## src/rtl/planta_if.sv

```systemverilog
// Actuator/sensor bundle between a temperature controller and the plant.
interface planta_if;
    logic               calefactor;
    logic               ventilador;
    logic               congelar;
    logic               carga_en;
    logic signed [10:0] carga_valor;
    logic signed [10:0] temp_salida;
    logic               tick;
    logic               saturado;

    modport master (
        output calefactor, ventilador, congelar, carga_en, carga_valor,
        input  temp_salida, tick, saturado
    );

    modport slave (
        input  calefactor, ventilador, congelar, carga_en, carga_valor,
        output temp_salida, tick, saturado
    );
endinterface

```

## src/rtl/planta_termica.sv

```systemverilog
// Thermal plant emulator: integrates heater/fan commands every PASO_DIV clocks.
// Optional RUIDO_EN macro adds LFSR-driven +/-1 noise to each update.
module planta_termica #(
    parameter int PASO_DIV  = 4,
    parameter int DELTA_ACT = 2,
    parameter int TEMP_INIT = 25,
    parameter int TEMP_AMB  = 25,
    parameter int TEMP_MIN  = -40,
    parameter int TEMP_MAX  = 125
) (
    input logic     clk,
    input logic     arst_n,
    planta_if.slave bus
);
    localparam int PW = (PASO_DIV > 1) ? $clog2(PASO_DIV) : 1;
    localparam logic [PW-1:0] PLAST = PW'(PASO_DIV - 1);
    localparam logic signed [12:0] D13   = 13'(DELTA_ACT);
    localparam logic signed [12:0] AMB13 = 13'(TEMP_AMB);
    localparam logic signed [12:0] MIN13 = 13'(TEMP_MIN);
    localparam logic signed [12:0] MAX13 = 13'(TEMP_MAX);
    localparam logic signed [10:0] INIT11 = 11'(TEMP_INIT);

    logic [PW-1:0]      presc;
    logic signed [10:0] temp;
    logic               tick_q;
    logic               sat_q;
    logic signed [12:0] t13;
    logic signed [12:0] step;
    logic signed [12:0] nxt13;
    logic signed [12:0] ld13;
    logic signed [10:0] upd_val;
    logic signed [10:0] ld_val;
    logic               upd_sat;
    logic               ld_sat;

`ifdef RUIDO_EN
    logic [7:0]         lfsr;
    logic signed [12:0] ruido;
`endif

    function automatic logic signed [10:0] clamp(input logic signed [12:0] v);
        if (v < MIN13)
            return MIN13[10:0];
        else if (v > MAX13)
            return MAX13[10:0];
        else
            return v[10:0];
    endfunction

    always_comb begin
        t13  = {{2{temp[10]}}, temp};
        ld13 = {{2{bus.carga_valor[10]}}, bus.carga_valor};
        step = '0;
        if (bus.calefactor && !bus.ventilador)
            step = D13;
        else if (bus.ventilador && !bus.calefactor)
            step = -D13;
        else if (t13 < AMB13)
            step = 13'sd1;
        else if (t13 > AMB13)
            step = -13'sd1;
`ifdef RUIDO_EN
        ruido = '0;
        unique case (lfsr[1:0])
            2'b01:   ruido = 13'sd1;
            2'b10:   ruido = -13'sd1;
            default: ruido = '0;
        endcase
        nxt13 = t13 + step + ruido;
`else
        nxt13 = t13 + step;
`endif
        upd_val = clamp(nxt13);
        upd_sat = (nxt13 < MIN13) || (nxt13 > MAX13);
        ld_val  = clamp(ld13);
        ld_sat  = (ld13 < MIN13) || (ld13 > MAX13);
    end

    // Load beats freeze, freeze beats the regular update.
    always_ff @(posedge clk or negedge arst_n) begin
        if (!arst_n) begin
            presc  <= '0;
            temp   <= INIT11;
            tick_q <= 1'b0;
            sat_q  <= 1'b0;
`ifdef RUIDO_EN
            lfsr   <= 8'hA5;
`endif
        end else if (bus.carga_en) begin
            presc  <= '0;
            temp   <= ld_val;
            sat_q  <= ld_sat;
            tick_q <= 1'b0;
        end else if (bus.congelar) begin
            tick_q <= 1'b0;
        end else if (presc == PLAST) begin
            presc  <= '0;
            temp   <= upd_val;
            sat_q  <= upd_sat;
            tick_q <= 1'b1;
`ifdef RUIDO_EN
            lfsr   <= {lfsr[6:0], lfsr[7] ^ lfsr[5] ^ lfsr[4] ^ lfsr[3]};
`endif
        end else begin
            presc  <= presc + 1'b1;
            tick_q <= 1'b0;
        end
    end

    assign bus.temp_salida = temp;
    assign bus.tick        = tick_q;
    assign bus.saturado    = sat_q;
endmodule

```

## src/flat_wrapper.sv

```systemverilog
// flat-port wrapper written by rule: the top's interface ports become plain ports
module planta_termica_flat 
#(
    parameter int PASO_DIV  = 4,
    parameter int DELTA_ACT = 2,
    parameter int TEMP_INIT = 25,
    parameter int TEMP_AMB  = 25,
    parameter int TEMP_MIN  = -40,
    parameter int TEMP_MAX  = 125
)
  (clk, arst_n, bus_calefactor, bus_ventilador, bus_congelar, bus_carga_en, bus_carga_valor, bus_temp_salida, bus_tick, bus_saturado);
  planta_if bus_i ();
  input logic clk;
  input logic arst_n;
  input wire logic [$bits(bus_i.calefactor)-1:0] bus_calefactor;
  input wire logic [$bits(bus_i.ventilador)-1:0] bus_ventilador;
  input wire logic [$bits(bus_i.congelar)-1:0] bus_congelar;
  input wire logic [$bits(bus_i.carga_en)-1:0] bus_carga_en;
  input wire logic [$bits(bus_i.carga_valor)-1:0] bus_carga_valor;
  output wire logic [$bits(bus_i.temp_salida)-1:0] bus_temp_salida;
  output wire logic [$bits(bus_i.tick)-1:0] bus_tick;
  output wire logic [$bits(bus_i.saturado)-1:0] bus_saturado;
  assign bus_i.calefactor = bus_calefactor;
  assign bus_i.ventilador = bus_ventilador;
  assign bus_i.congelar = bus_congelar;
  assign bus_i.carga_en = bus_carga_en;
  assign bus_i.carga_valor = bus_carga_valor;
  assign bus_temp_salida = bus_i.temp_salida;
  assign bus_tick = bus_i.tick;
  assign bus_saturado = bus_i.saturado;
  planta_termica #(.PASO_DIV(PASO_DIV), .DELTA_ACT(DELTA_ACT), .TEMP_INIT(TEMP_INIT), .TEMP_AMB(TEMP_AMB), .TEMP_MIN(TEMP_MIN), .TEMP_MAX(TEMP_MAX)) u_core (.clk(clk), .arst_n(arst_n), .bus(bus_i));
endmodule
```

## config.mk

```make
export PLATFORM = sky130hd
export DESIGN_NAME = planta_termica_flat
export DESIGN_NICKNAME = d
export VERILOG_FILES = /design/src/rtl/planta_if.sv /design/src/rtl/planta_termica.sv /design/src/flat_wrapper.sv
export SDC_FILE = /design/constraint.sdc
export NUM_CORES = 1
export LEC_CHECK = 0
export BUFFER_PORTS_ARGS = -buffer_cell sky130_fd_sc_hd__buf_4
export CORE_MARGIN = 3
export CORE_UTILIZATION = 49
export CTS_CLUSTER_SIZE = 30
export DETAILED_ROUTE_END_ITERATION = 6
export PLACE_DENSITY_LB_ADDON = 0.15
export SYNTH_ARGS = -nofsm -noshare
export SYNTH_HDL_FRONTEND = slang
export SYNTH_SLANG_ARGS = --single-unit
```

## constraint.sdc

```tcl
create_clock -name clk -period 3.3 [get_ports clk]
set_input_delay 0.66 -clock clk [delete_from_list [all_inputs] [get_ports clk]]
set_output_delay 0.66 -clock clk [all_outputs]
set_load 0.1 [all_outputs]
```

; ---- Word-level counts from Yosys, hierarchy flattened
; Index checks and enable logic that the tools add are counted.
[totals]
regBits = 15
input_bits = 17
[op_classes]
n_addsub = 2
n_lt_le_gt_ge = 6
eq_ne = 2
mux = 20
reduce_logical = 8
[op_table]
columns = operator, n
row1 = 2-to-1 mux 11 bit, 7
row2 = 2-to-1 mux 13 bit, 4
row3 = adder 11 x 13 -> 13 bit, 1
row4 = "greater-than comparator 13 x 8 -> 1 bit, second input constant", 1
row5 = "less-than comparator 13 x 7 -> 1 bit, second input constant", 1
row6 = "greater-than comparator 11 x 6 -> 1 bit, second input constant", 1
row7 = "greater-than comparator 11 x 8 -> 1 bit, second input constant", 1
row8 = "less-than comparator 11 x 6 -> 1 bit, second input constant", 1
row9 = "less-than comparator 11 x 7 -> 1 bit, second input constant", 1
row10 = 2-to-1 mux 1 bit, 6
row11 = 2-to-1 mux 2 bit, 3
row12 = "adder 2 x 1 -> 2 bit, second input constant", 1
row13 = "== test 2 bit, second input constant", 1
row14 = logical AND 1 bit, 2
row15 = zero test 1 bit, 2
row16 = logical OR 1 bit, 2
row17 = "inequality test 2 x 1 -> 1 bit, second input constant", 1
row18 = AND reduction 2 bit, 1
row19 = nonzero test 2 bit, 1

; ---- Depth between registers and ports, before layout
; Gate-level depths: netlist (run 1).
[depth]
depth_word = 12
mapped_depth = 14
depth_no_buf = 14

; ---- Least setup slack after synthesis (run 1)
; Ideal clock, no wire load.
[synth_timing]
kind = reg2reg
startpoint = reg u_core.temp[5] (netlist: u_core.bus.temp_salida[5])
endpoint = reg u_core.temp[6] (netlist: u_core.bus.temp_salida[6])
setup_time_ns = 0.124
t_arrival_ns = 3.840
t_required_ns = 3.176
path_slack_ns = -0.664
stages_incl_launch_ff = 15
path_buffers = 0
period_less_slack_ns = 3.964
path_cell_list = dfrtp_1 -> or4_1 -> nor3_1 -> a21oi_1 -> nor3_1 -> inv_1 -> ha_1 -> a21o_1 -> a22o_2 -> nor2_1 -> xnor2_1 -> o2111ai_1 -> nor4b_2 -> a31oi_2 -> o31a_1
[synth_between]
elab_chain_len = 12
word_cells_on_any_way = 14
[synth_lines]
columns = item, line_no
row1 = start: declaration, planta_termica.sv:24  ; logic signed [10:0] temp;
row2 = start signal: assignment, planta_termica.sv:91  ; temp <= ld_val;
row3 = start signal: assignment, planta_termica.sv:98  ; temp <= upd_val;
row4 = greater-than comparator 11 x 6 -> 1 bit, planta_termica.sv:60  ; else if (t13 > AMB13)
row5 = 2-to-1 mux 13 bit, planta_termica.sv:60
row6 = 2-to-1 mux 13 bit, planta_termica.sv:58  ; else if (t13 < AMB13)
row7 = 2-to-1 mux 13 bit, planta_termica.sv:56  ; else if (bus.ventilador && !bus.calefactor)
row8 = 2-to-1 mux 13 bit, planta_termica.sv:54  ; if (bus.calefactor && !bus.ventilador)
row9 = adder 11 x 13 -> 13 bit (*), planta_termica.sv:71  ; nxt13 = t13 + step;
row10 = greater-than comparator 13 x 8 -> 1 bit, planta_termica.sv:44  ; else if (v > MAX13)
row11 = 2-to-1 mux 11 bit, planta_termica.sv:44
row12 = 2-to-1 mux 11 bit (*), planta_termica.sv:42  ; if (v < MIN13)
row13 = 2-to-1 mux 11 bit (*), planta_termica.sv:96  ; end else if (presc == PLAST) begin
row14 = 2-to-1 mux 11 bit (*), planta_termica.sv:94  ; end else if (bus.congelar) begin
row15 = 2-to-1 mux 11 bit (*), planta_termica.sv:89  ; end else if (bus.carga_en) begin
; Mark *: on every way between the ends. The rest lies on a longest branch, timed or not. The select of a mux whose other input is x is not followed.
; A chain may end at the register's enable or synchronous reset.

; ---- Worst setup path after layout (run 1)
[layout_timing]
startpoint = reg u_core.temp[10] (netlist: u_core.bus.temp_salida[10])
endpoint = reg u_core.temp[6] (netlist: u_core.bus.temp_salida[6])
; Same word-level chain as after synthesis.

==> out/summary.txt, run 1 <==
Count of cell types in the netlist - 45
Worst Tran Pin Value - 817.4 ps
Fin crit period - 3645 ps
Initial antenna violation count - 0
Max-slew violations - 0
Die width - 60.43 um
Overall power - 1103 uW
Syn_area_per_cell - 8.691 um^2
Final WL - 4966 um
Leak - 0.001061 uW
Num rows - 19
Clock sinks - 15
Critical setup path kind - reg2reg
CTS tree - done
Fin crit share - 1.105
HP Class - in2async
Synth cell count leaders - a21oi_1 (18), nor2_1 (14), a21o_1 (12), dfrtp_1 (12), ha_1 (12)
Post-synth EDFFs - 0
Relative slew slack - 0.4540
Largest net degree at the start of global routing - 16
Failing checks - setup timing
Status - complete, but fails checks
GP Congestion - 0.8628
WP data required - 3490 ps
Die Area - 3651 um^2
Sequential share of the synthesized area - 0.2612
Clock skew - 10.41 ps
Via count - 1,643
Fillers - 175
Worst Setup Slack, final - -345.5 ps
Vias in the first global route - 1,649
Num CTS Buffers - 3
Hold Vio Cnt, Final - 0
Post-DP HPWL - 3618 um
Power Dens Cells - 480.2 nW/um^2
CP startpoint kind - flip-flop
Top_reg_cell synth - dfrtp_1
H-tree lvl count - 1
Cells after synthesis - 167
Syn Nets - 197
Root buffer cell - clkbuf_4
Crit end category - flip-flop
1st-iter DRT viols - 125
Max-Cap Viols - 0
Diodes inserted - 0
Area Growth Syn to Fin - 58.28%
Synth top area share - 0.2069
DRC Markers - 0
Initial Utilization - 0.5218
Finished Cell Area - 2297 um^2
Fmax achieved - 274.3 MHz
IO Pins - 30
CP arrival - 3840 ps
Final Setup Violations - 12
Multi-input logic area - 1261 um^2
Nets - 270
#FFs+latches synth - 15
FF/Latch Area - 404.1 um^2
Worst Path Max Fanout - 7
Yosys top cell by area - dfrtp_1
DR vias/cell - 6.085
Total global routing overflow - 0
Clock Latency Late Sink - 290 ps
DRT antenna net count - 0
Routed WL per cell - 18.39 um
R2R depth - 14
Synth warnings - 0
GRT Total Usage - 0.2854
Dominant cells by area after synthesis - dfrtp_1 (21%), ha_1 (10%), a21oi_1 (6.2%)
Max Root-Sink Buffers - 2
Cell Area, Synth - 1451 um^2
TritonRoute pass-1 iters - 4
Port Buffer Count - 29
Height of the die - 60.43 um
Unrepaired setup endpoints after global routing - true
Maximum vdd ir drop - 0.4634 mV
Dpl cell area - 2132 um^2
Layout cell share with drive strength beyond 1 - 0.5105
Core area - 2781 um^2
CTS clock-pin slew for the worst setup and hold paths - 90 ps
Pre-CTS setup slack - -450.8 ps
Async SR Flop Fraction - 1.000
Global-route wire length before repair - 7659 um
Count leader, synth - a21oi_1
final cells by class:
class	instances	share of cell area
Clock buffer	4	0.01144
Tap cell	31	0.01688
Multi-Input combinational cell	140	0.5490
Sequential cell	15	0.1759
Inverter	10	0.01634
Timing Repair Buffer	70	0.2304
flip-flops by register name (all words and copies together) (netlist names):
signal	count
u_core.presc	2
u_core.bus.temp_salida	11
u_core.bus.saturado	1
u_core.bus.tick	1
where the power goes:
| part | internal (uW) | total, uW | leakage (uW) | switching, uW |
|---|---|---|---|---|
| clock | 47.1 | 107 | 0.0000150 | 60.4 |
| sequential | 207 | 227 | 0.000172 | 19.5 |
| combinational | 338 | 769 | 0.000875 | 431 |
| total | 592 | 1100 | 0.00106 | 511 |
logic make-up (layout without fill, tap and decap cells):
family,count (synthesis),in the layout,synth area share
adders and majority gates,13,13,0.1172
xor gates and xnor gates,8,8,0.04827
DFF,15,15,0.2612
and+or+nand+nor,55,55,0.2155
muxes,2,2,0.01379
AOI/OAI and AO/OA,62,62,0.3129
buffers and inverters,12,84,0.03104
through the flow:
| step | hold slack [ps] | instances | util | setup TNS, ps |
|---|---|---|---|---|
| 2_1_floorplan | 364.4 | 167 | - | -2869 |
| 3_3_place_gp | 510.9 | 260 | 0.7665 | -2951 |
| 3_5_place_dp | 523.2 | 260 | 0.7665 | -3891 |
| 4_1_cts | 205.9 | 268 | 0.8124 | -2096 |
| 5_1_grt | 199.6 | 270 | 0.8259 | -4229 |
| 6_report | 198.0 | 270 | 0.8259 | -3117 |
routing by layer:
metal | global-route usage | part of all wire
met5 | 0 | 0
met4 | 0.09598 | 0.031
met3 | 0.05106 | 0.077
met2 | 0.5093 | 0.50
met1 | 0.3466 | 0.39
placed cells by master (no fill, tap or decap), types with 2 or more instances in the layout:
cell type and n:
buf_4 69, a21oi_1 16, a21o_1 12, nor2_1 11
inv_1 10, nand2_1 9, nor2b_1 7, ha_4 7
o21ai_0 5, ha_1 5, dfrtp_2 5, xor2_1 4
o21ai_1 4, dfrtp_1 4, nor3_1 3, nand2b_1 3
and2_1 3, xnor2_1 3, nand4_1 3, clkbuf_4 3
dfrtp_4 3, a21oi_2 2, nor2_2 2, o21ai_2 2
a31oi_4 2, nor3b_1 2, a211oi_4 2, a211oi_1 2
dfstp_4 2
final timing paths:
path | from | to | slack, ps
worst max-delay path | u_core.bus.temp_salida[10] | u_core.bus.temp_salida[6] | -350
worst min-delay path | arst_n | u_core.bus.temp_salida[10] | 200
worst max register to register | u_core.bus.temp_salida[10] | u_core.bus.temp_salida[6] | -350
worst min register to register | u_core.presc[1] | u_core.presc[1] | 550
max in group asynchronous | arst_n | u_core.bus.temp_salida[4] | 2850
min in group clk | u_core.presc[1] | u_core.presc[1] | 550
worst max-delay path, cell delays in order (launching register included):
cell and delay, ps:
dfrtp_4 490, or4_4 560, nor3_4 160, a21oi_2 100, nor2_2 130, nor2_4 110
ha_4 310, nand2b_4 60, a211o_4 370, a31oi_4 290, a211oi_2 100, buf_4 170
nor4b_4 340, a31oi_4 80, o31a_1 250
timing repair:
| action | 4_1_cts | 5_1_grt |
|---|---|---|
| buffers inserted | 4 | 2 |
| resized for setup | 11 | 5 |
| hold buffers | 0 | 0 |
| endpoints found under the setup margin | 12 | 12 |
| pin swaps | 14 | 1 |
| hold endpoints to repair | 0 | 0 |
Power figures use the tool's default switching activity.
==> inputs of run 2 (changes only) <==
--- a/config.mk
+++ b/config.mk
@@ -5,9 +5,10 @@
 export SDC_FILE = /design/constraint.sdc
 export NUM_CORES = 1
 export LEC_CHECK = 0
+export ABC_AREA = 1
 export BUFFER_PORTS_ARGS = -buffer_cell sky130_fd_sc_hd__buf_4
 export CORE_MARGIN = 3
-export CORE_UTILIZATION = 49
+export CORE_UTILIZATION = 51
 export CTS_CLUSTER_SIZE = 30
 export DETAILED_ROUTE_END_ITERATION = 6
 export PLACE_DENSITY_LB_ADDON = 0.15
==> run 2 against run 1 <==
Effect of this change:
- the flow now finishes without violations
- global-route usage decreased by 6.6 points
- clock power decreased by 5%
- cell count rose by 31%
==> out/summary.txt, run 2 <==
Status - completed
Root buffer cell - clkbuf_4
Hold_buf cts - 0 (unchanged)
Fin util - 0.6967 (-0.1292)
Hold Vio Cnt, Final - 0 (unchanged)
Fmax achieved - 333.6 MHz (+22%)
Clock sinks - 15 (unchanged)
Dpl cell area - 1953 um^2 (-8.4%)
Worst Tran Pin Value - 485.4 ps (-332.0 ps)
Num rows - 19 (unchanged)
Total global routing overflow - 0 (unchanged)
CP arrival - 3140 ps (-700 ps)
Via count - 1,810 (+10%)
Largest net degree at the start of global routing - 16 (unchanged)
Clock skew - 8.121 ps (-2.285 ps)
Num CTS Buffers - 3 (unchanged)
Sequential share of the synthesized area - 0.2315 (-0.02973)
IO Pins - 30 (unchanged)
Dominant cells by area after synthesis - nand2_1 (22%), dfrtp_1 (18%), inv_1 (11%)
Area Growth Syn to Fin - 23.38%
Diodes inserted - 0 (unchanged)
GP Congestion - 0.9022 (+4.6%)
Finished Cell Area - 2021 um^2 (-12%)
Count leader, synth - nand2_1
Power Dens Cells - 491.7 nW/um^2 (+2.4%)
CP startpoint kind - flip-flop
CTS clock-pin slew for the worst setup and hold paths - 90 ps (about the same)
Relative slew slack - 0.6752 (+0.2212)
Fin crit share - 0.9084 (-0.1963)
Nets - 342 (+27%)
Synth warnings - 0 (unchanged)
Top_reg_cell synth - dfrtp_1
GRT Total Usage - 0.2196 (-0.06583)
Synth cell count leaders - nand2_1 (95), inv_1 (46), nor2_1 (26), nand3_1 (25)
DR vias/cell - 5.127 (-16%)
Post-synth EDFFs - 0 (unchanged)
Placed cells - 348 (+34%)
Critical setup path kind - reg2reg
Commonest non-fill, non-tap cell in the layout - nand2_1
Async SR Flop Fraction - 1.000 (unchanged)
Core area - 2900 um^2 (+4.3%)
Setup bufs post-CTS - 0 (-4)
Initial Utilization - 0.5647 (+0.04289)
Post-Layout Cell Count - 353 (+31%)
Initial antenna violation count - 0 (unchanged)
Syn_area_per_cell - 5.999 um^2 (-31%)
Synth top area share - 0.2177 (+0.01083)
CTS tree - done
Commonest cells after routing, fill and taps aside - nand2_1 (94), inv_1 (45), buf_4 (35), nand3_1 (25), nor2_1 (24)
Final Setup Violations - 0 (-12)
Final WL - 4166 um (-16%)
Cell Area, Synth - 1638 um^2 (+13%)
HP Class - in2async
Height of the die - 62.67 um (+3.7%)
Die Area - 3928 um^2 (+7.6%)
Vias in the first global route - 1,640 (-0.55%)
H-tree lvl count - 1 (unchanged)
DRT antenna net count - 0 (unchanged)
DRC Markers - 0 (unchanged)
Max reg flops - 11 (unchanged)
Routed WL per cell - 11.80 um (-36%)
Max Root-Sink Buffers - 2 (unchanged)
Clock Latency Late Sink - 270 ps (-20 ps)
Maximum vdd ir drop - 0.3400 mV (-27%)
Cells after synthesis - 273 (+63%)
Syn Nets - 303 (+54%)
TritonRoute pass-1 iters - 4 (unchanged)
Leak - 0.001143 uW (+7.7%)
Worst Path Max Fanout - 6 (-1)
Global-route wire length before repair - 7176 um (-6.3%)
Yosys top cell by area - nand2_1
Count of cell types in the netlist - 27 (-40%)
Die width - 62.67 um (+3.7%)
1st-iter DRT viols - 115 (-8.0%)
Max-Cap Viols - 0 (unchanged)
Hold WS - 219.3 ps (+21.30 ps)
Max-slew violations - 0 (unchanged)
Overall power - 993.6 uW (-9.9%)
Port Buffer Count - 29 (unchanged)
#FFs+latches synth - 15 (unchanged)
Crit end category - flip-flop
Fin crit period - 2998 ps (-647.8 ps)
WP data required - 3440 ps (-50 ps)
Layout cell share with drive strength beyond 1 - 0.2315 (-0.2789)
Post-DP HPWL - 3402 um (-6.0%)
## run 2: cell count changes in the layout (fill, tap and decap cells not counted), moves of 4 or more
cell,before,now
a21o_1,12,0
nand2_2,0,9
nor2b_1,7,0
ha_4,7,0
buf_4,69,35
nor2_1,11,24
a21oi_1,16,10
nand2_1,9,94
nand3_1,0,25
ha_1,5,9
inv_1,10,45
## run 2: where the power goes
| group | internal [uW] | switching (uW) |
|---|---|---|
| clock network | 46.8 | 54.8 |
| registers | 208 | 16.9 |
| logic | 211 | 457 |
| total | 465 | 528 |
## run 2: layer usage
layer / up-vias / share of wire / GRT usage
li1: 950 / - / -
met1: 808 / 0.47 / 0.3162
met2: 46 / 0.47 / 0.3542
met3: 6 / 0.040 / 0.01439
met4: 0 / 0.016 / 0.06061
met5: - / 0 / 0
## run 2: stage by stage
step | setup slack, ps | TNS, ps
3_3_place_gp | 101.9 | 0
6_report | 302.3 | 0
5_1_grt | -13.18 | -13.18
2_1_floorplan | 1.946 | 0
4_1_cts | 205.2 | 0
3_5_place_dp | 12.73 | 0
## run 2: final timing paths
path	start	endpoint	slack, ps	cells past startpoint
max in group asynchronous	arst_n	u_core.bus.temp_salida[4]	2840	1
worst max register to register	u_core.bus.temp_salida[0]	u_core.bus.saturado	300	19
worst max-delay path	u_core.bus.temp_salida[0]	u_core.bus.saturado	300	19
worst min register to register	u_core.presc[1]	u_core.presc[1]	530	2
worst min-delay path	arst_n	u_core.bus.temp_salida[6]	220	1
min in group clk	u_core.presc[1]	u_core.presc[1]	530	2
## run 2: worst max-delay path, cell delays in order (launching register included)
cell and delay (ps):
dfstp_2 550, nand2_1 80, a21oi_1 130, o21ai_1 80
o21ai_1 110, inv_1 110, nor2_2 260, ha_1 350
nand2_1 100, nand2_1 70, a21oi_1 220, nand3_1 120
nand2_1 110, nand3_1 90, nor2_1 90, nand2_1 70
nand2_1 100, nand2_2 70, nand2_2 90, nand3_1 70
## run 2: final cells by class
type | instances | area, um^2
sequential | 15 | 386.6
tap | 42 | 52.55
fill | 284 | 879.6
timing repair buffer | 35 | 262.8
multi-input combinational | 211 | 1120
inverter | 46 | 172.7
clock buffer | 4 | 26.28
## run 2: logic make-up after synthesis
logic type	synth area share
AND/OR/NAND/NOR	0.4439
buffers and inverters	0.1100
AO/OA/AOI/OAI	0.1054
flip-flops	0.2315
adder cells (fa/ha/maj)	0.1039
XOR/XNOR	0.005349
## run 2: what timing repair did
item	in CTS	in global routing
pin swaps	0	1
gates cloned	0	1
endpoints found under the setup margin	1	12
resized for setup	1	12
==> inputs of run 3 (changes only) <==
--- a/config.mk
+++ b/config.mk
@@ -12,6 +12,8 @@
 export CTS_CLUSTER_SIZE = 30
 export DETAILED_ROUTE_END_ITERATION = 6
 export PLACE_DENSITY_LB_ADDON = 0.15
+export REMOVE_ABC_BUFFERS = 1
 export SYNTH_ARGS = -nofsm -noshare
 export SYNTH_HDL_FRONTEND = slang
 export SYNTH_SLANG_ARGS = --single-unit
+export TNS_END_PERCENT = 20
==> constraint.sdc (replaced) <==
create_clock -name clk -period 3.3 [get_ports clk]
set_input_delay 0.66 -clock clk [delete_from_list [all_inputs] [get_ports clk]]
set_output_delay 0.66 -clock clk [all_outputs]
set_load 0.05 [all_outputs]
==> run 3 against run 2 <==
Effect of this change:
- worst hold slack worse by 12 ps
- fmax down 1.3%
- first-iteration DRC count down 27%
- wire length up 5.1%
- design area down 0.37%
- clock-buffer cell count down 1
- power down 6.1%
- global-route usage up 0.54 points
- critical path type unchanged
==> out/summary.txt, run 3 (synthesized netlist as in run 2, its figures left out) <==
Pre-CTS setup slack - -23.16 ps (-35.89 ps)
Routed WL per cell - 12.44 um (+5.4%)
Global-route wire length before repair - 7286 um (+1.5%)
R2R depth - 21 (+2)
Crit path launch - u_core.bus.temp_salida[0]
FF-to-FF Start - u_core.bus.temp_salida[0]
1st-iter DRT viols - 84 (-27%)
Via count - 1,823 (+0.72%)
Placed cells - 343 (-1.4%)
WP data required - 3450 ps (about the same)
Crit end category - flip-flop
DRT antenna net count - 0 (unchanged)
Commonest non-fill, non-tap cell in the layout - nand2_1
Hold Vio Cnt, Final - 0 (unchanged)
Worst Tran Pin Value - 525.0 ps (+39.55 ps)
Num CTS Buffers - 3 (unchanged)
Die Area - 3928 um^2 (unchanged)
Post-DP HPWL - 3491 um (+2.6%)
CP most frequent cell - nand2_1
GRT Total Usage - 0.2250 (+0.005432)
Clock sinks - 15 (unchanged)
Met3 usage - 0.01978 (+0.005396)
Fin crit share - 0.9207 (+0.01226)
Power Dens Cells - 463.4 nW/um^2 (-5.8%)
Hold_buf cts - 0 (unchanged)
Diodes inserted - 0 (unchanged)
CP arrival - 3190 ps (+50 ps)
Post-Layout Cell Count - 352 (-0.28%)
Area Growth Syn to Fin - 22.92%
Worst Path Max Fanout - 6 (unchanged)
Height of the die - 62.67 um (unchanged)
M2 GR Usage - 0.3941 (+0.03995)
Largest net degree at the start of global routing - 16 (unchanged)
Max reg flops - 11 (unchanged)
Grt met1 use - 0.2940 (-0.02221)
Status - completed
Nets - 341 (-0.29%)
Fmax achieved - 329.1 MHz (-1.3%)
Initial antenna violation count - 0 (unchanged)
Critical setup path kind - reg2reg
Relative slew slack - 0.6487 (-0.02646)
Unrepaired setup endpoints after global routing - true
Leak - 0.001147 uW (+0.39%)
Final Setup Violations - 0 (unchanged)
Initial Utilization - 0.5647 (unchanged)
Max-Cap Viols - 0 (unchanged)
Die width - 62.67 um (unchanged)
IO Pins - 30 (unchanged)
CTS tree - done
Final WL - 4378 um (+5.1%)
Commonest cells after routing, fill and taps aside - nand2_1 (93), inv_1 (44), buf_4 (34), nand3_1 (25), nor2_1 (24)
Vias in the first global route - 1,701 (+3.7%)
Maximum vdd ir drop - 0.3009 mV (-11%)
Max Root-Sink Buffers - 2 (unchanged)
CTS clock-pin slew for the worst setup and hold paths - 90 ps (about the same)
Clock Latency Late Sink - 290 ps (+20 ps)
Critical path's largest stage delay - 570 ps (+20 ps)
Core area - 2900 um^2 (unchanged)
DR vias/cell - 5.179 (+1.0%)
Worst Setup Slack, final - 261.8 ps (-40.47 ps)
GP Congestion - 0.9157 (+1.5%)
H-tree lvl count - 1 (unchanged)
Port Buffer Count - 29 (unchanged)
Fin crit period - 3038 ps (+40.47 ps)
DRC Markers - 0 (unchanged)
TritonRoute pass-1 iters - 4 (unchanged)
Layout cell share with drive strength beyond 1 - 0.2194 (-0.01216)
Clock skew - 4.173 ps (-3.948 ps)
Total global routing overflow - 0 (unchanged)
CP startpoint kind - flip-flop
HP Class - in2async
Max-slew violations - 0 (unchanged)
Slowest-stage cell, CP - dfstp_2
Num rows - 19 (unchanged)
Critical path cell sequence - nand2_1 -> a21oi_1 -> o21ai_0 -> o21ai_1 -> inv_2 -> nor2_4 -> ha_2 -> nand2_1 -> nand2_1 -> inv_1 -> nand2_1 -> nand2_1 -> nand3_1 -> nand2_1 -> nand3_1 -> nor2_1 -> nand2_1 -> nand2_2 -> nand2_2 -> nand2_2 -> nand3_1
Most Crowded Layer GR - met2
Root buffer cell - clkbuf_4
## run 3: cell types whose count changed in the layout (fill, tap and decap cells not counted), sizes merged
cell	change
buf	-1
clkinv	+1
clkbuf	-1
## run 3: final timing paths
kind | to | slack, ps
max | u_core.bus.saturado | 260
min | u_core.presc[1] | 210
max reg2reg | u_core.bus.saturado | 260
min reg2reg | u_core.presc[1] | 530
max in group asynchronous | u_core.bus.temp_salida[3] | 2840
min in group clk | u_core.presc[1] | 530
## run 3: layer usage
layer  wire length [um]  vias up
met4                 99        0
li1                   -      946
met1               1936      801
met2               2129       63
met3                212       13
met5                  0        -
## run 3: where the power goes
group / switching (uW) / internal (uW) / total [uW]
Sequential: 20.2 / 206 / 227
Combinational: 391 / 210 / 601
Clock: 60.2 / 45.1 / 105
## run 3: layout make-up
| type | count | area, um^2 |
|---|---|---|
| clock buffers | 3 | 22.52 |
| clock inverters | 1 | 5.005 |
| fillers | 279 | 887.1 |
| inverters | 46 | 172.7 |
| multi-input cells | 211 | 1126 |
| flip-flops and latches | 15 | 379.1 |
| well taps | 42 | 52.55 |
| repair buffers | 34 | 255.2 |
## run 3: stage by stage
step | total power, uW | hold WS (ps) | utilization | instance area [um^2] | setup TNS (ps)
floorplan | 650.9 | 364.4 | - | 1630 | 0
global placement | 784.4 | 507.7 | 0.6579 | 1908 | 0
detailed placement | 791.4 | 495.5 | 0.6579 | 1908 | -41.94
CTS | 899.9 | 208.8 | 0.6682 | 1938 | 0
global route | 1020 | 198.6 | 0.6941 | 2013 | -135.5
finish | 932.9 | 207.4 | 0.6941 | 2013 | 0
## run 3: worst max-delay path: cells and delay by family, from the launching register on
family | cells | cell delay [ps]
AO/OA/AOI/OAI | 3 | 370
flip-flops | 1 | 570
adder cells (fa/ha/maj) | 1 | 350
buffers and inverters | 2 | 180
AND/OR/NAND/NOR | 15 | 1440
## run 3: repair_timing
action / CTS / global route
gates resized for setup: 1 / 14
cloned: 0 / 1
setup endpoints to repair: 6 / 12
endpoints found under the hold margin: 0 / 0
buffers inserted: 0 / 4
pin swaps: 0 / 2
